$ cat config.mk
export PLATFORM = sky130hd
export DESIGN_NAME = ex_result_stage
export DESIGN_NICKNAME = d
export VERILOG_FILES = /design/src/rtl/ex_result_stage.sv
export SDC_FILE = /design/constraint.sdc
export NUM_CORES = 1
export LEC_CHECK = 0
export ABC_AREA = 1
export CAP_MARGIN = 25
export CORE_ASPECT_RATIO = 0.9
export CORE_UTILIZATION = 35
export CTS_BUF_LIST = sky130_fd_sc_hd__clkbuf_4 sky130_fd_sc_hd__clkbuf_8
export DETAILED_ROUTE_END_ITERATION = 7
export PLACE_DENSITY = 0.74
export SLEW_MARGIN = 30
export SYNTH_ARGS = -nofsm -noshare
export SYNTH_HDL_FRONTEND = slang
export SYNTH_SLANG_ARGS = --single-unit
$ cat constraint.sdc
create_clock -name clk -period 3.4 [get_ports clk]
set_input_delay 0.68 -clock clk [delete_from_list [all_inputs] [get_ports clk]]
set_output_delay 0.68 -clock clk [all_outputs]
set_load 0.05 [all_outputs]
$ cat src/rtl/ex_result_stage.sv
// ex_result_stage: selects the writeback value, resolves branches/jumps into a one-cycle
// PC redirect, and buffers results in a 2-entry skid buffer toward the memory stage.
module ex_result_stage (
    input  logic        clk,
    input  logic        rst,
    input  logic        inValid,
    output logic        inReady,
    input  logic [31:0] aluResult,
    input  logic        zeroFlag,
    input  logic        lessFlag,
    input  logic [3:0]  aluCtrl,
    input  logic        isBranch,
    input  logic        isJump,
    input  logic [2:0]  brFunct3,
    input  logic [31:0] branchTarget,
    input  logic [31:0] pcPlus4,
    input  logic [4:0]  rdAddr,
    input  logic        regWrite,
    input  logic        memRead,
    input  logic        memWrite,
    input  logic [31:0] storeData,
    input  logic        flush,
    output logic        outValid,
    input  logic        outReady,
    output logic [31:0] outResult,
    output logic [31:0] outStoreData,
    output logic [4:0]  outRd,
    output logic        outRegWrite,
    output logic        outMemRead,
    output logic        outMemWrite,
    output logic        redirect,
    output logic [31:0] redirectPc
);
    typedef struct packed {
        logic [31:0] result;
        logic [31:0] store_data;
        logic [4:0]  rd;
        logic        reg_write;
        logic        mem_read;
        logic        mem_write;
    } beat_t;

    typedef enum logic [1:0] {EMPTY, ONE, TWO} state_e;

    state_e      state_q, state_d;
    beat_t       main_q, main_d, skid_q, skid_d, in_beat;
    logic        redirect_q, redirect_d;
    logic [31:0] redirect_pc_q, redirect_pc_d;
    logic        accept, consume, br_cond, taken, load_main, load_skid;

    always_ff @(posedge clk) begin
        if (rst) begin
            state_q       <= EMPTY;
            main_q        <= '0;
            skid_q        <= '0;
            redirect_q    <= 1'b0;
            redirect_pc_q <= '0;
        end else begin
            state_q       <= state_d;
            main_q        <= main_d;
            skid_q        <= skid_d;
            redirect_q    <= redirect_d;
            redirect_pc_q <= redirect_pc_d;
        end
    end

    always_comb begin
        state_d = flush                ? EMPTY :
                  (state_q == EMPTY)   ? (accept ? ONE : EMPTY) :
                  (state_q == ONE)     ? ((accept && !consume) ? TWO :
                                          (!accept && consume) ? EMPTY : ONE) :
                                         (consume ? ONE : TWO);
    end

    always_comb begin
        inReady      = (state_q != TWO);
        outValid     = (state_q != EMPTY);
        outResult    = main_q.result;
        outStoreData = main_q.store_data;
        outRd        = main_q.rd;
        outRegWrite  = main_q.reg_write;
        outMemRead   = main_q.mem_read;
        outMemWrite  = main_q.mem_write;
        redirect     = redirect_q;
        redirectPc   = redirect_pc_q;
    end

    always_comb begin
        accept             = inValid && inReady && !flush;
        consume            = outValid && outReady;
        in_beat.result     = isJump ? pcPlus4 :
                             (aluCtrl == 4'b0001 || aluCtrl == 4'b0010) ? {31'b0, lessFlag} :
                             aluResult;
        in_beat.store_data = storeData;
        in_beat.rd         = rdAddr;
        in_beat.reg_write  = regWrite && !isBranch;
        in_beat.mem_read   = memRead;
        in_beat.mem_write  = memWrite;
        // funct3[2] selects the less-based compares; funct3[0] inverts them
        br_cond            = (brFunct3 == 3'b000) ? zeroFlag :
                             (brFunct3 == 3'b001) ? !zeroFlag :
                             brFunct3[2]          ? (lessFlag ^ brFunct3[0]) : 1'b0;
        taken              = isJump || (isBranch && br_cond);
        // In TWO the main slot refills from skid; otherwise from the incoming beat
        load_main          = !flush && ((state_q == EMPTY) ? accept :
                                        (state_q == ONE)   ? (accept && consume) : consume);
        load_skid          = !flush && (state_q == ONE) && accept && !consume;
        main_d             = load_main ? ((state_q == TWO) ? skid_q : in_beat) : main_q;
        skid_d             = load_skid ? in_beat : skid_q;
        redirect_d         = accept && taken;
        redirect_pc_d      = redirect_d ? branchTarget : '0;
    end
endmodule

==> reports/qor.txt, run 1 <==
Initial antenna violation count: 0
Max frequency: 353 MHz
Die area: 0.0220 mm^2
GRT Overall Usage: 19.3%
Power share of the sequential group: 49.3%
FF+latch area: 0.00358 mm^2
Ys flop type: dfxtp_1
Fin Setup TNS: 0 ns
CTS Sinks: 179
Status: complete, no violations
Clock latency on the worst-skew pair: 0.46 ns
Number of diodes: 0
DR vias/cell: 4.59
Switching fraction of total power: 28.5%
Crit Path Max Fanout: 36
Synth cell types: 24
CP max stage delay: 0.90 ns
Clk slew on worst S/H paths: 0.09 ns
Final setup vio count: 0
VDD IR max: 207 uV
Area growth, synth to finish: 41.5%
Footprint of the multi-input gates: 0.00318 mm^2
Global-route wire length before repair: 33600 um
Routed vias: 7380
Internal power: 3.18 mW
Post-CTS Resized: 0
PwrDens: 420 mW/mm^2
Max-Cap Viols: 0
Area contributors post-synth: dfxtp_1 48%, nand2_1 13%, nor2_1 11%
Floorplan Core Area: 0.0209 mm^2
H-Tree Level Count: 4
Site row count: 50
Max-slew violation count: 0
Sequential share of the synthesized area: 47.9%
Die Width: 156 um
Grt ovf: 0
Synth Register Bits: 179
Clock Skew: 0.0146 ns
WL/cell: 13.1 um
Cts hold-fix bufs: 0
Initial core utilization: 35.8%
Synth warn: 0
Final Cycle Share: 83.2%
P_sw: 1.27 mW
Comb pwr share: 17.8%
CP required: 2.72 ns
Max-slew headroom: 44.7%
Setup crit start kind: register
Top-count cell post-synth: nand2_1
HPWL after detailed placement: 14100 um
Minimum clock period: 2.83 ns
Synth cell count leaders: 257 x nand2_1, 223 x nor2_1, 179 x dfxtp_1
Vias in the first global route: 6687
I/O pin count: 259
Largest net degree at the start of global routing: 105
CTS tree: done
Min Hold Slack: 0.452 ns
Post-synth EDFFs: 0
I/O Buffers: 258
Initial DRC count: 450
CP Capture Type: output pin
DRC Markers: 0
Fin nets: 1464
Final core utilization: 50.7%
Final Hold Viols: 0
Slew @ Worst Pin: 0.827 ns
RSZ-0062 raised after global routing: no
Worst Path Arrival: 2.15 ns
WL final: 21100 um
Die Y: 141 um
Clock Power Share: 32.9%
CP bufs+invs: 1
Slowest-stage cell, CP: clkdlybuf4s50_1
Drt first pass iters: 4
Worst path top cell family by delay: buffers and inverters
CTS Buf Count: 17
Post-synthesis cell count: 1094
Avg Inst Size Synth: 6.84 um^2
Routability cong.: 0.745
Root buf cell: clkbuf_8
Post-synth top area share: 47.9%
Worst Hold Class: register to register
Syn_nets: 1248
CP Cell Sequence: nand2_4 -> clkdlybuf4s50_1
Worst Path Class, Setup: register to output pin
Area of the mapped netlist: 0.00748 mm^2
Clock Tree Buf Depth: 2
Static leakage: 4.68 nW
Post-CTS Setup Inserts: 0
Area leader, netlist: dfxtp_1
Async S/R FF share, synth: 0%
Fillers: 2094
Antenna-violating nets left: 0
Share of cells above drive strength 1: 4.16%
==> cells in the final DEF (no fill, tap or decap) <==
master and instances:
clkinv_2 4, dfxtp_1 179, clkinv_1 1, inv_2 6, nand2_4 2, inv_8 1, o21ai_0 113, clkbuf_8 18
inv_1 90, nor2_4 1, o21ai_1 18, buf_4 7, buf_12 4, nand2_1 257, inv_6 3, clkinvlp_4 2
nand2_2 1, or2_2 1, bufinv_16 2, a21oi_1 84, nand3_4 1, nor2_1 223, nand3_1 37, clkdlybuf4s50_1 258
nand4_1 1, ha_1 2, nor3_1 2, nor2_2 1, a31oi_1 1, clkbuf_4 1
==> power groups by stage <==
stage	sequential [mW]	combinational (mW)	clock (mW)
after floorplan	2.43	0.255	0
after global placement	2.24	0.786	0
after detailed placement	2.24	0.793	0
after CTS	2.19	0.797	1.51
after global routing	2.20	0.861	1.60
final	2.19	0.793	1.46
==> worst register-to-register path, stage by stage, from the launching register on <==
cell and delay, ns:
dfxtp_1 0.46, nand2_4 0.31, inv_2 0.19, buf_4 0.57
nor3_1 0.19, nand2_1 0.11, buf_4 0.33, nor2_1 0.10
==> area by class of cell <==
| class | count | area share, % |
|---|---|---|
| sequential | 179 | 33.8 |
| multi-input combinational | 745 | 30.0 |
| timing repair buffer | 269 | 25.6 |
| inverter | 98 | 3.49 |
| tap | 286 | 3.38 |
| clock buffer | 19 | 2.41 |
| clock inverter | 11 | 1.21 |
==> layer usage <==
| metal | global-route usage, % | vias to the layer above | share of wire (%) |
|---|---|---|---|
| met5 | 0 | - | 0 |
| met3 | 5.44 | 17 | 6.7 |
| met4 | 5.57 | 0 | 1.5 |
| met2 | 31.5 | 235 | 46 |
| li1 | - | 3823 | - |
| met1 | 24.7 | 3305 | 45 |
==> stage by stage <==
| step | instances | setup slack [ns] | cell area (um^2) | total power, mW |
|---|---|---|---|---|
| 5_1_grt | 1607 | 0.464 | 10600 | 4.66 |
| 3_3_place_gp | 1577 | 0.730 | 10200 | 3.03 |
| 3_5_place_dp | 1577 | 0.640 | 10200 | 3.04 |
| 2_1_floorplan | 1094 | 1.46 | 7480 | 2.68 |
| 4_1_cts | 1607 | 0.524 | 10600 | 4.50 |
| 6_report | 1607 | 0.571 | 10600 | 4.45 |
==> path summary, 6_finish.rpt <==
check                   from        endpoint  slack [ns]  cells past startpoint
setup / recovery  state_q[1]         inReady        0.57                      2
hold / removal    skid_q[25]      skid_q[25]        0.45                      2
setup reg to reg  state_q[1]  redirectPc[14]        1.04                      7
hold reg to reg   skid_q[25]      skid_q[25]        0.45                      2
==> registers in the layout, summed over array words and instances (netlist names) <==
| register | flops |
|---|---|
| skid_q | 72 |
| redirectPc | 32 |
| outMemWrite | 1 |
| outStoreData | 32 |
| outResult | 32 |
| outMemRead | 1 |
| redirect | 1 |
| outRd | 5 |
| outRegWrite | 1 |
| state_q | 2 |
==> logic make-up (layout without fill, tap and decap cells) <==
family / count (synthesis) / after routing / share of synthesized area, %
buf+inv: 170 / 397 / 9.75
compound gates: 216 / 216 / 14.5
flops: 179 / 179 / 47.9
fa+ha+maj: 2 / 2 / 0.334
simple gates: 527 / 527 / 27.6
No activity file was read; power rests on OpenSTA's default activity.
==> run 2, diff against run 1 <==
--- a/config.mk
+++ b/config.mk
@@ -11,7 +11,7 @@
 export CORE_UTILIZATION = 35
 export CTS_BUF_LIST = sky130_fd_sc_hd__clkbuf_4 sky130_fd_sc_hd__clkbuf_8
 export DETAILED_ROUTE_END_ITERATION = 7
-export PLACE_DENSITY = 0.74
+export PLACE_DENSITY = 0.76
 export SLEW_MARGIN = 30
 export SYNTH_ARGS = -nofsm -noshare
 export SYNTH_HDL_FRONTEND = slang
==> constraint.sdc (replaced) <==
create_clock -name clk -period 2.5 [get_ports clk]
set_input_delay 0.5 -clock clk [delete_from_list [all_inputs] [get_ports clk]]
set_output_delay 0.5 -clock clk [all_outputs]
set_load 0.05 [all_outputs]
==> run 2 against run 1 <==
  * Global-route usage shrank 0.18 points
  * Via count increased by 1.0%
  * First-iteration DRC count is 1.6% higher
  * Worst hold slack lost 0.0010 ns
  * Die area is the same
  * Final cell count rose by 0.68%
  * Sequential share of layout area decreased by 0.30 points
  * Worst setup slack got worse by 0.48 ns
  * Register-to-register slack worse by 0.57 ns
  * Non-clock buffer count is 9 higher
  * Highest routed layer unchanged
  * Critical path depth increased by 1
  * Largest power group unchanged
  * Wire length down 0.86%
==> reports/qor.txt, run 2 (synthesized netlist as in run 1, its figures left out) <==
Share of cells above drive strength 1: 5.03% (was 4.16%)
Crit Path Max Fanout: 5 (was 36)
HPWL after detailed placement: 14300 um (was 14100 um)
Grt ovf: 0 (unchanged)
Slew @ Worst Pin: 0.733 ns (was 0.827 ns)
Initial core utilization: 35.8% (unchanged)
CP startpoint: state_q[1] (unchanged)
Clock Tree Buf Depth: 2 (unchanged)
Vias in the first global route: 6645 (was 6687)
Antenna-violating nets left: 0 (unchanged)
Largest net degree at the start of global routing: 88 (was 105)
Area growth, synth to finish: 42.8% (was 41.5%)
Final non-filler cell total: 1618 (was 1607)
Clk slew on worst S/H paths: 0.09 ns (about the same)
Worst Path Arrival: 1.91 ns (was 2.15 ns)
CP required: 2.00 ns (was 2.72 ns)
Max-slew headroom: 51.1% (was 44.7%)
Clock latency on the worst-skew pair: 0.48 ns (was 0.46 ns)
Reg-to-reg slack, setup: 0.47 ns (was 1.04 ns)
DRC Markers: 0 (unchanged)
CTS tree: done (unchanged)
CP Capture Type: output pin (unchanged)
Cts hold-fix bufs: 0 (unchanged)
Die Y: 141 um (unchanged)
Worst path top cell family by delay: buffers and inverters (unchanged)
Final Hold Viols: 0 (unchanged)
I/O pin count: 259 (unchanged)
Worst Path Class, Setup: register to output pin (unchanged)
Slowest-stage cell, CP: clkdlybuf4s50_1 (unchanged)
Reg2reg path depth: 11 (was 7)
Minimum clock period: 2.41 ns
Static leakage: 4.72 nW (was 4.68 nW)
CTS Buf Count: 17 (unchanged)
Post-CTS Resized: 0 (unchanged)
Max frequency: 415 MHz
Pwr Total: 6.11 mW (was 4.45 mW)
CP max stage delay: 0.80 ns (was 0.90 ns)
Die Width: 156 um (unchanged)
WL final: 20900 um (was 21100 um)
Placed Cells: 1586 (was 1577)
Global-route wire length before repair: 33000 um (was 33600 um)
VDD IR max: 301 uV (was 207 uV)
Max FFs per register: 72 (unchanged)
Reg2Reg Launch Point: state_q[1] (unchanged)
CTS Sinks: 179 (unchanged)
WL/cell: 12.9 um (was 13.1 um)
H-Tree Level Count: 4 (unchanged)
Max-slew violation count: 0 (unchanged)
GRT Overall Usage: 19.1% (was 19.3%)
Most frequent cells in the layout: 257 x nand2_1, 257 x clkdlybuf4s50_1, 223 x nor2_1, 179 x dfxtp_1, 113 x o21ai_0 (was 258 x clkdlybuf4s50_1, 257 x nand2_1, 223 x nor2_1, 179 x dfxtp_1, 113 x o21ai_0)
I/O Buffers: 258 (unchanged)
Post-CTS Setup Inserts: 0 (unchanged)
Fin nets: 1473 (was 1464)
Final Cycle Share: 96.5%
CP Cell Sequence: nor2_1 -> inv_2 -> clkdlybuf4s50_1 (was nand2_4 -> clkdlybuf4s50_1)
Clock Skew: 0.0150 ns (was 0.0146 ns)
Setup crit start kind: register (unchanged)
Number of diodes: 0 (unchanged)
Max-Cap Viols: 0 (unchanged)
Initial antenna violation count: 1 (was 0)
PwrDens: 572 mW/mm^2 (was 420 mW/mm^2)
Final core utilization: 51.1% (was 50.7%)
Site row count: 50 (unchanged)
Worst Hold Class: register to register (unchanged)
Fillers: 2022 (was 2094)
Final setup vio count: 0 (unchanged)
Critical Path End: outValid (was inReady)
Root buf cell: clkbuf_8 (unchanged)
RSZ-0062 raised after global routing: no (unchanged)
Routed vias: 7456 (was 7380)
Routability cong.: 0.784 (was 0.745)
Die area: 0.0220 mm^2 (unchanged)
Floorplan Core Area: 0.0209 mm^2 (unchanged)
Critical path depth: 3 (was 2)
CP bufs+invs: 2 (was 1)
Most flops, register: skid_q (unchanged)
Status: complete, no violations (unchanged)
Reg-to-reg endpoint: outRd[0] (was redirectPc[14])
Fin Setup TNS: 0 ns (unchanged)
DR vias/cell: 4.61 (was 4.59)
Drt first pass iters: 5 (was 4)
Initial DRC count: 457 (was 450)
==> run 2: worst register-to-register path, cell delays in order (launching register included) <==
cell,delay [ns]
dfxtp_1,0.46
nor2_1,0.11
inv_2,0.08
nand2_2,0.08
inv_1,0.07
ha_1,0.14
nand2_1,0.05
nand3_1,0.13
nand2_4,0.09
inv_2,0.52
nor2_1,0.13
nor2_1,0.12
==> run 2: cell type report <==
class | count | area, um^2 | share of cell area, %
multi-input combinational | 745 | 3180 | 29.8
inverter | 98 | 369 | 3.45
tap | 286 | 358 | 3.35
clock buffer | 19 | 249 | 2.33
clock inverter | 13 | 151 | 1.42
timing repair buffer | 278 | 2790 | 26.1
sequential | 179 | 3580 | 33.5
==> run 2: stage by stage <==
step / hold slack [ns] / cell area [um^2] / setup slack [ns]
2_1_floorplan: 0.425 / 7480 / 0.675
3_3_place_gp: 0.432 / 10300 / 0.118
3_5_place_dp: 0.437 / 10300 / 0.0159
4_1_cts: 0.453 / 10700 / 0.0525
5_1_grt: 0.468 / 10700 / 0.00338
6_report: 0.451 / 10700 / 0.0886
==> run 2: layer usage <==
layer / track usage [%] / part of all wire [%] / vias up
met2: 32.1 / 47 / 201
met5: 0 / 0 / -
met1: 24.3 / 45 / 3386
met3: 4.21 / 6.0 / 17
li1: - / - / 3852
met4: 5.99 / 1.1 / 0
==> run 2: where the power goes <==
group	leakage [nW]	internal, mW	switching [mW]	total [mW]
registers	1.45	2.94	0.0433	2.98
clock network	0.193	0.924	1.12	2.04
logic	3.08	0.470	0.616	1.09
==> run 2: worst min path at each step <==
stage	start	endpoint	slack, ns	cells past startpoint
floorplan	skid_q[24]	skid_q[24]	0.42	2
global placement	skid_q[25]	skid_q[25]	0.43	2
detailed placement	skid_q[33]	skid_q[33]	0.44	2
CTS	skid_q[33]	skid_q[33]	0.45	2
global route	skid_q[22]	skid_q[22]	0.47	2
finish	skid_q[24]	skid_q[24]	0.45	2
